==> src/rtl/instr_sequencer_pkg.sv <==
// Shared encodings for the instruction sequencer: FSM states, opcode fields,
// branch condition codes and datapath flag bit positions.
package instr_sequencer_pkg;

  localparam logic [2:0] ST_BOOT    = 3'd0;
  localparam logic [2:0] ST_FETCH   = 3'd1;
  localparam logic [2:0] ST_DECODE  = 3'd2;
  localparam logic [2:0] ST_EXECUTE = 3'd3;
  localparam logic [2:0] ST_HALT    = 3'd4;

  localparam logic [3:0]  OP_BCOND  = 4'hC;
  localparam logic [3:0]  EXT_CMP   = 4'hB;
  localparam logic [15:0] HALT_WORD = 16'hFFFF;

  localparam logic [3:0] CC_EQ = 4'd0;
  localparam logic [3:0] CC_NE = 4'd1;
  localparam logic [3:0] CC_CS = 4'd2;
  localparam logic [3:0] CC_CC = 4'd3;
  localparam logic [3:0] CC_GT = 4'd4;
  localparam logic [3:0] CC_LE = 4'd5;
  localparam logic [3:0] CC_FS = 4'd6;
  localparam logic [3:0] CC_FC = 4'd7;
  localparam logic [3:0] CC_LO = 4'd8;
  localparam logic [3:0] CC_HI = 4'd9;
  localparam logic [3:0] CC_UC = 4'd14;

  localparam int FLAG_C = 4;
  localparam int FLAG_L = 3;
  localparam int FLAG_F = 2;
  localparam int FLAG_Z = 1;
  localparam int FLAG_N = 0;

  typedef struct packed {
    logic [3:0] op;
    logic [3:0] rd;
    logic [3:0] ext;
    logic [3:0] rs;
  } instr_t;

  // CMP only updates flags, so it must not pulse a register write enable.
  function automatic logic is_cmp(input instr_t ir);
    return (ir.op == 4'h0) && (ir.ext == EXT_CMP);
  endfunction

endpackage

==> src/rtl/instr_sequencer_branch_cond.sv <==
// Branch condition evaluator: maps a 4-bit condition code and the latched
// flags to a taken decision.
module branch_cond
  import instr_sequencer_pkg::*;
(
  input  logic [3:0] cond,
  input  logic [4:0] flags,
  output logic       taken
);

  always_comb begin
    taken = 1'b0;
    case (cond)
      CC_EQ:   taken = flags[FLAG_Z];
      CC_NE:   taken = !flags[FLAG_Z];
      CC_CS:   taken = flags[FLAG_C];
      CC_CC:   taken = !flags[FLAG_C];
      CC_GT:   taken = flags[FLAG_N];
      CC_LE:   taken = !flags[FLAG_N];
      CC_FS:   taken = flags[FLAG_F];
      CC_FC:   taken = !flags[FLAG_F];
      CC_LO:   taken = !flags[FLAG_L] && !flags[FLAG_Z];
      CC_HI:   taken = flags[FLAG_L];
      CC_UC:   taken = 1'b1;
      default: taken = 1'b0;
    endcase
  end

endmodule

==> src/rtl/instr_sequencer.sv <==
// Fetch/decode/execute controller: fetches instruction words over a req/ack
// handshake, drives the datapath controls and resolves branches locally.
module instr_sequencer
  import instr_sequencer_pkg::*;
#(
  parameter int                ADDR_W   = 16,
  parameter logic [ADDR_W-1:0] RESET_PC = '0
) (
  input  logic              Clk,
  input  logic              Reset,
  output logic [ADDR_W-1:0] MemAddr,
  output logic              MemReq,
  input  logic              MemAck,
  input  logic [15:0]       MemData,
  output logic [15:0]       Opcode,
  output logic [15:0]       RegEnable,
  output logic              Cin,
  input  logic [4:0]        Flags,
  output logic [4:0]        FlagReg,
  output logic              Halted
);

  logic [2:0]        state;
  logic [ADDR_W-1:0] pc;
  instr_t            ir;
  logic [4:0]        flag_reg;
  logic              taken;
  logic [ADDR_W-1:0] disp;

  assign disp = {{(ADDR_W-8){ir.ext[3]}}, ir.ext, ir.rs};

  branch_cond u_branch_cond (
    .cond  (ir.rd),
    .flags (flag_reg),
    .taken (taken)
  );

  always_ff @(posedge Clk) begin
    if (!Reset) begin
      state    <= ST_BOOT;
      pc       <= RESET_PC;
      ir       <= '0;
      flag_reg <= '0;
    end else begin
      case (state)
        ST_BOOT: state <= ST_FETCH;
        ST_FETCH: begin
          if (MemAck) begin
            ir    <= MemData;
            pc    <= pc + ADDR_W'(1);
            state <= ST_DECODE;
          end
        end
        ST_DECODE: begin
          if (ir == HALT_WORD) begin
            state <= ST_HALT;
          end else if (ir.op == OP_BCOND) begin
            // pc already points past the branch; the -1 makes the target
            // relative to the branch word itself.
            if (taken) pc <= pc + disp - ADDR_W'(1);
            state <= ST_FETCH;
          end else begin
            state <= ST_EXECUTE;
          end
        end
        ST_EXECUTE: begin
          flag_reg <= Flags;
          state    <= ST_FETCH;
        end
        ST_HALT: state <= ST_HALT;
        default: state <= ST_BOOT;
      endcase
    end
  end

  assign MemAddr   = pc;
  assign MemReq    = (state == ST_FETCH);
  assign Opcode    = ir;
  assign Cin       = flag_reg[FLAG_C];
  assign FlagReg   = flag_reg;
  assign Halted    = (state == ST_HALT);
  assign RegEnable = (state == ST_EXECUTE && !is_cmp(ir)) ? (16'h0001 << ir.rd) : 16'h0000;

endmodule

==> config.mk <==
export PLATFORM = sky130hd
export DESIGN_NAME = instr_sequencer
export DESIGN_NICKNAME = d
export VERILOG_FILES = /design/src/rtl/instr_sequencer_pkg.sv /design/src/rtl/instr_sequencer_branch_cond.sv /design/src/rtl/instr_sequencer.sv
export SDC_FILE = /design/constraint.sdc
export NUM_CORES = 1
export LEC_CHECK = 0
export CORE_MARGIN = 2
export CORE_UTILIZATION = 43
export CTS_CLUSTER_DIAMETER = 150
export DETAILED_ROUTE_END_ITERATION = 10
export GPL_TIMING_DRIVEN = 1
export PLACE_DENSITY = 0.69
export SYNTH_ARGS = -nofsm -noshare
export SYNTH_HDL_FRONTEND = slang
export SYNTH_HIERARCHICAL = 1
export SYNTH_SLANG_ARGS = --single-unit
==> constraint.sdc <==
create_clock -name Clk -period 4.8 [get_ports Clk]
set_input_delay 0.48 -clock Clk [delete_from_list [all_inputs] [get_ports Clk]]
set_output_delay 0.48 -clock Clk [all_outputs]
set_load 0.005 [all_outputs]
==> qor.txt, run 1 <==
Slew headroom: 37.34%
RSZ-0062 raised after global routing: false
setup slack after layout: 1.493 ns
Critical R2R Launch: Opcode[9]
Post-Place Worst Slack: 1.848 ns
area grow syn2layout: 28.43%
worst-skew pair later-pin latency: 0.30 ns
Pre-Repair DR Iteration Count: 4
num rows: 31
CP Max Fanout: 8
Hold WC Path Type: flip-flop to flip-flop
hold path startpoint: Opcode[1]
Clock Sinks: 40
CP cell instances: nor2b_1, nand2_1, nor2_1, nand2_1, or2_2, nor3_1, clkdlybuf4s50_1
maximum clock frequency: 302.4 MHz
skew final: 0.003715 ns
port bufs: 79
initial antenna violation count: 0
pwr dens: 209.9 nW/µm²
P_leak: 1.563 nW
Slew Viols, Final: 0
sw frac: 33.07%
R2R Setup Slk: 1.87 ns
Net Sw Power: 291.2 µW
CTS Root Cell: clkbuf_8
slowest stage delay, CP: 0.53 ns
drt via density: 5.574
vias in the first global route: 3098
final hold vios: 0
Clock Tree Buf Depth: 2
Max H-tree Level: 2
die height: 91.15 µm
Antenna Violating Nets Remaining: 0
layout cell share with drive strength beyond 1: 4.070%
CTS resizes: 0
core area: 7292 µm²
# setup viols final: 0
DPL Wire Length: 7159 µm
global-route wire length before repair: 15370 µm
Hold Crit Endpoint: Opcode[1]
Critical Path AT: 2.83 ns
Worst-path clk slew: 0.08 ns
Initial Util: 44.78%
worst vdd rail ir drop: 0.1328 mV
GR Util met3: 2.739%
cell repeated most along the worst path: nand2_1
total gr overflow: 0
predominant post-synthesis flop cell: dfxtp_1
Die ar.: 8307 µm²
measured slew at the worst slew-check pin: 0.9358 ns
Remaining DRCs: 0
synthesized instance count: 448
DR WL/cell: 15.48 µm
Initial DRC Count: 252
Worst Setup End Kind: primary output
# IOs: 80
DR vias: 3428
syn nets: 503
Max-cap violations: 0
slowest CP cell: clkdlybuf4s50_1
GPL Wtd Cong: 0.9114
met2 usage: 36.85%
setup tns final: 0 ns
Avg Inst Size Synth: 7.289 µm²
register area share after synthesis: 24.52%
period utilisation layout: 68.89%
total CTS buffers: 5
die width: 91.15 µm
reg2reg end: MemAddr[11]
cell internal pwr: 589.3 µW
Seq cells post-synth: 40
type of origin of the critical path: flip-flop
YS warnings: 6
EDFF count, synth: 0
pin count of the biggest net entering global routing: 45
Top Usage Layer GRT: met2
Worst Hold Slack: 0.4860 ns
Hold Path Depth: 2
logic gate share of total power: 30.5%
GRT Util Overall: 22.58%
Setup Buffers After CTS: 0
WS Path Type: flip-flop to primary output
Final Critical Period: 3.307 ns
status: finished, final reports clean
Clock power frac: 28.0%
Post-CTS Hold Buffers: 0
reg2reg path depth: 10
clock tree from TritonCTS: done
WL final: 9520 µm
diode count: 0
Post-layout nets: 570
Crit path required time: 4.32 ns
ys async rst share: 0%
Distinct cells, synth: 60
M1 GR Usage: 30.63%
sequential share of power: 41.5%
synthesized cell area: 3266 µm²
## placed cells by master (no fill, tap or decap), types with 16 or more instances in the layout
cell type and n:
a21boi_0 23, a21oi_1 26, inv_1 57, ha_1 30
nand3_1 25, nand2_1 62, nor3_1 18, dfxtp_1 40
nor2_1 28, o21ai_0 16, clkdlybuf4s50_1 79
## area by class of cell
cell class	instances	area, µm²
tap	99	123.9
clock inverter	2	15.01
multi-input combinational	331	2160
fill	720	3098
timing repair buffer	80	798.3
inverter	57	214.0
sequential	40	800.8
clock buffer	6	82.58
## worst max-delay path: cells and delay by family, from the launching register on
family	cells	cell delay, ns
simple gates	6	1.50
buf+inv	1	0.53
flops	1	0.49
## through the flow
stage	cells	util [%]	instance area (µm²)	total power [mW]
floorplan	448	-	3266	0.5522
global placement	607	56.18	4096	0.6330
detailed placement	607	56.18	4096	0.6391
CTS	615	57.52	4194	0.8867
global route	615	57.52	4194	0.9291
finish	615	57.52	4194	0.8804
## how the worst max path moves through the flow
stage / startpoint / to / slack [ns] / depth (start not counted)
after floorplan: MemAddr[1] / MemAddr[13] / 2.28 / 12
after global placement: state[0] / RegEnable[8] / 1.95 / 7
after CTS: state[0] / RegEnable[8] / 1.52 / 7
after global routing: state[0] / RegEnable[8] / 1.27 / 7
after detailed placement: state[0] / RegEnable[8] / 1.85 / 7
final: state[0] / RegEnable[8] / 1.49 / 7
## flip-flops by register name (all words and copies together) (netlist names)
name     cells
Opcode      16
FlagReg      5
state        3
MemAddr     16
## synth_stat cells, types with 2 or more instances
cell      number  area, µm²
buf_2          9      45.04
nor2_1        28      105.1
mux2i_1        2      20.02
nor2b_1        4      25.02
a22oi_1        2      15.01
xnor2_1        6      52.55
nand3b_4       2      40.04
o221a_2        2      22.52
o21a_1         6      45.04
nand4_1        7      43.79
nand2_1       62      232.7
a21boi_0      23      172.7
nor3_1        18      90.09
ha_1          30      375.4
inv_1         57      214.0
a31oi_1        3      18.77
nor4_1         2      12.51
o221ai_1       5      43.79
a21o_1         2      15.01
o22ai_1        4      25.02
clkbuf_1       8      30.03
nand3_1       25      125.1
o211ai_1       7      52.55
and2_1         4      25.02
nor3b_1        3      22.52
or3_1          4      25.02
nand2b_1       4      25.02
xor2_1         4      35.03
or2_2          2      12.51
or4_1          2      15.01
o21ai_0       16      80.08
and3_1         3      18.77
dfxtp_1       40      800.8
a21oi_1       26      130.1
## logic make-up after synthesis
| family | count (synthesis) | share of synthesized area, % |
|---|---|---|
| adder cells (fa/ha/maj) | 31 | 12.11 |
| multiplexers | 2 | 0.6131 |
| AO/OA/AOI/OAI | 107 | 22.53 |
| flip-flops | 40 | 24.52 |
| buffers and inverters | 77 | 9.349 |
| XOR/XNOR | 10 | 2.682 |
| AND/OR/NAND/NOR | 181 | 28.20 |
## layer usage
metal | wire length (µm) | share of wire, % | vias up
li1 | - | - | 1699
met1 | 4321 | 45 | 1582
met2 | 4432 | 47 | 127
met3 | 551 | 5.8 | 20
met4 | 214 | 2.2 | 0
met5 | 0 | 0 | -
## power by group through the flow
| stage | Clock, mW | Sequential (mW) | Combinational, mW |
|---|---|---|---|
| 6_report | 0.247 | 0.365 | 0.269 |
| 2_1_floorplan | 0 | 0.366 | 0.186 |
| 5_1_grt | 0.264 | 0.368 | 0.298 |
| 4_1_cts | 0.254 | 0.365 | 0.268 |
| 3_3_place_gp | 0 | 0.372 | 0.261 |
| 3_5_place_dp | 0 | 0.373 | 0.267 |
Power figures use the tool's default switching activity.
==> run 2: changes to the inputs <==
- PLACE_DENSITY: 0.69 -> 0.72
- clock period: 4.8 -> 2.7 ns (I/O delays scaled with it)
==> qor.txt, run 2 (synthesis results as in run 1) <==
Clock Tree Buf Depth: 2 (unchanged)
Net Sw Power: 522.4 µW (+79%)
WS Path Type: flip-flop to flip-flop
cell internal pwr: 1.050 mW (+78%)
Max-cap violations: 0 (unchanged)
Remaining DRCs: 0 (unchanged)
worst-skew pair later-pin latency: 0.29 ns (about the same)
hold path startpoint: Opcode[1]
pwr dens: 356.5 nW/µm² (+70%)
WL final: 9440 µm (-0.84%)
CTS resizes: 0 (unchanged)
CP cell instances: inv_1, ha_1, inv_1, ha_1, inv_1, fa_2, nor2b_2, o211ai_1, a31oi_1, o22ai_1, or4b_1, nand3_1
Pre-Repair DR Iteration Count: 5 (+1)
met2 usage: 37.90% (+1.0 points)
initial antenna violation count: 0 (unchanged)
die width: 91.15 µm (unchanged)
Worst-path clk slew: 0.08 ns (about the same)
total gr overflow: 0 (unchanged)
setup slack after layout: 0.1364 ns (-1.357 ns)
maximum clock frequency: 390.1 MHz
die height: 91.15 µm (unchanged)
R2R Setup Slk: 0.14 ns (-1.73 ns)
drt via density: 5.484 (-1.6%)
Critical Path AT: 2.80 ns (-0.03 ns)
GPL Wtd Cong: 0.8504 (-6.7%)
# fillers: 712 (-1.1%)
sequential share of power: 40.3% (-1.2 points)
CP Max Fanout: 3 (-5)
diode count: 0 (unchanged)
Initial DRC Count: 274 (+8.7%)
Setup Buffers After CTS: 0 (unchanged)
M1 GR Usage: 31.27% (+0.64 points)
Critical R2R Launch: Opcode[1]
Max H-tree Level: 2 (unchanged)
GR Util met3: 3.154% (+0.41 points)
P_leak: 1.713 nW (+9.6%)
worst vdd rail ir drop: 0.1881 mV (+42%)
cell repeated most along the worst path: inv_1
slowest CP cell: or4b_1
skew final: 0.006370 ns (+0.002655 ns)
most frequent cells in the layout: 79 x clkdlybuf4s50_1, 62 x nand2_1, 57 x inv_1
CTS Root Cell: clkbuf_8
period utilisation layout: 94.95%
Slew headroom: 49.56% (+12 points)
non-filler instance count after layout: 643 (+4.6%)
DR WL/cell: 14.68 µm (-5.2%)
Crit path required time: 2.94 ns (-1.38 ns)
measured slew at the worst slew-check pin: 0.7542 ns (-0.1816 ns)
Antenna Violating Nets Remaining: 0 (unchanged)
vias in the first global route: 3365 (+8.6%)
commonest non-fill, non-tap cell in the layout: clkdlybuf4s50_1
port bufs: 79 (unchanged)
total CTS buffers: 5 (unchanged)
GRT Util Overall: 23.26% (+0.68 points)
Final Critical Period: 2.564 ns
num rows: 31 (unchanged)
Clock Sinks: 40 (unchanged)
layout cell share with drive strength beyond 1: 9.926% (+5.9 points)
Hold Crit Endpoint: Opcode[1]
CP delay by family, top: adder cells
status: finished, final reports clean
Die ar.: 8307 µm² (unchanged)
# IOs: 80 (unchanged)
Post-Place Worst Slack: 0.08376 ns (-1.764 ns)
global-route wire length before repair: 16030 µm (+4.3%)
core area: 7292 µm² (unchanged)
slowest stage delay, CP: 0.51 ns (-0.02 ns)
# setup viols final: 0 (unchanged)
pin count of the biggest net entering global routing: 23 (-49%)
final hold vios: 0 (unchanged)
sw frac: 33.21% (+0.14 points)
Worst Setup End Kind: flip-flop
worst path bufs/invs: 3 (+2)
reg2reg path depth: 12 (+2)
clock tree from TritonCTS: done
Clock power frac: 25.1% (-2.9 points)
Post-layout nets: 599 (+5.1%)
reg2reg end: MemAddr[13]
area grow syn2layout: 35.10%
type of origin of the critical path: flip-flop
Top Usage Layer GRT: met2
DR vias: 3526 (+2.9%)
logic gate share of total power: 34.5% (+4.0 points)
Initial Util: 44.78% (unchanged)
placed instance count: 636 (+4.8%)
Hold Path Depth: 2 (unchanged)
Post-CTS Hold Buffers: 0 (unchanged)
DPL Wire Length: 7437 µm (+3.9%)
Hold WC Path Type: flip-flop to flip-flop
Slew Viols, Final: 0 (unchanged)
-- run 2: changes by cell type in the layout (fill, tap and decap cells not counted), sizes merged --
cell,change
buf,+29
clkinv,+1
clkinvlp,-2
-- run 2: how the worst max path moves through the flow --
stage                               to  slack [ns]  cells past startpoint       start
after CTS                 RegEnable[8]        0.03                      7    state[0]
after global routing        MemAddr[9]      -0.009                     12   Opcode[1]
after global placement     MemAddr[13]        0.17                     12   Opcode[1]
after floorplan            MemAddr[13]        0.18                     12  MemAddr[1]
after detailed placement   MemAddr[13]        0.08                     12   Opcode[1]
final                      MemAddr[13]        0.14                     12   Opcode[1]
-- run 2: metrics by stage --
step / hold slack (ns) / TNS, ns / power, mW / cell area [µm²] / util (%)
after floorplan: 0.4149 / 0 / 0.9817 / 3266 / -
after global placement: 0.4695 / 0 / 1.161 / 4314 / 59.16
after detailed placement: 0.4806 / 0 / 1.171 / 4314 / 59.16
after CTS: 0.4925 / 0 / 1.571 / 4392 / 60.23
after global routing: 0.5176 / -0.009316 / 1.675 / 4412 / 60.50
final: 0.4898 / 0 / 1.573 / 4412 / 60.50
-- run 2: area by class of cell --
class / instances / area [µm²] / area share, %
Timing Repair Buffer: 109 / 1016 / 23.03
Tap cell: 99 / 123.9 / 2.808
Sequential cell: 40 / 802.0 / 18.18
Clock buffer: 6 / 72.57 / 1.645
Multi-Input combinational cell: 331 / 2178 / 49.38
Inverter: 57 / 214.0 / 4.850
Clock inverter: 1 / 5.005 / 0.1134
-- run 2: tightest hold or removal path, cell delays in order (launching register included) --
cell	delay (ns)
dfxtp_1	0.33
nand2_1	0.05
a21boi_0	0.06
-- run 2: power by group through the flow --
stage / sequential, mW / combinational (mW) / clock, mW
5_1_grt: 0.638 / 0.602 / 0.434
6_report: 0.634 / 0.543 / 0.395
3_3_place_gp: 0.647 / 0.515 / 0
2_1_floorplan: 0.650 / 0.331 / 0
4_1_cts: 0.634 / 0.528 / 0.410
3_5_place_dp: 0.647 / 0.524 / 0
-- run 2: layer usage --
layer,up-vias,routed length (µm)
met1,1634,4217
met3,20,604
li1,1740,-
met5,-,0
met2,132,4387
met4,0,230
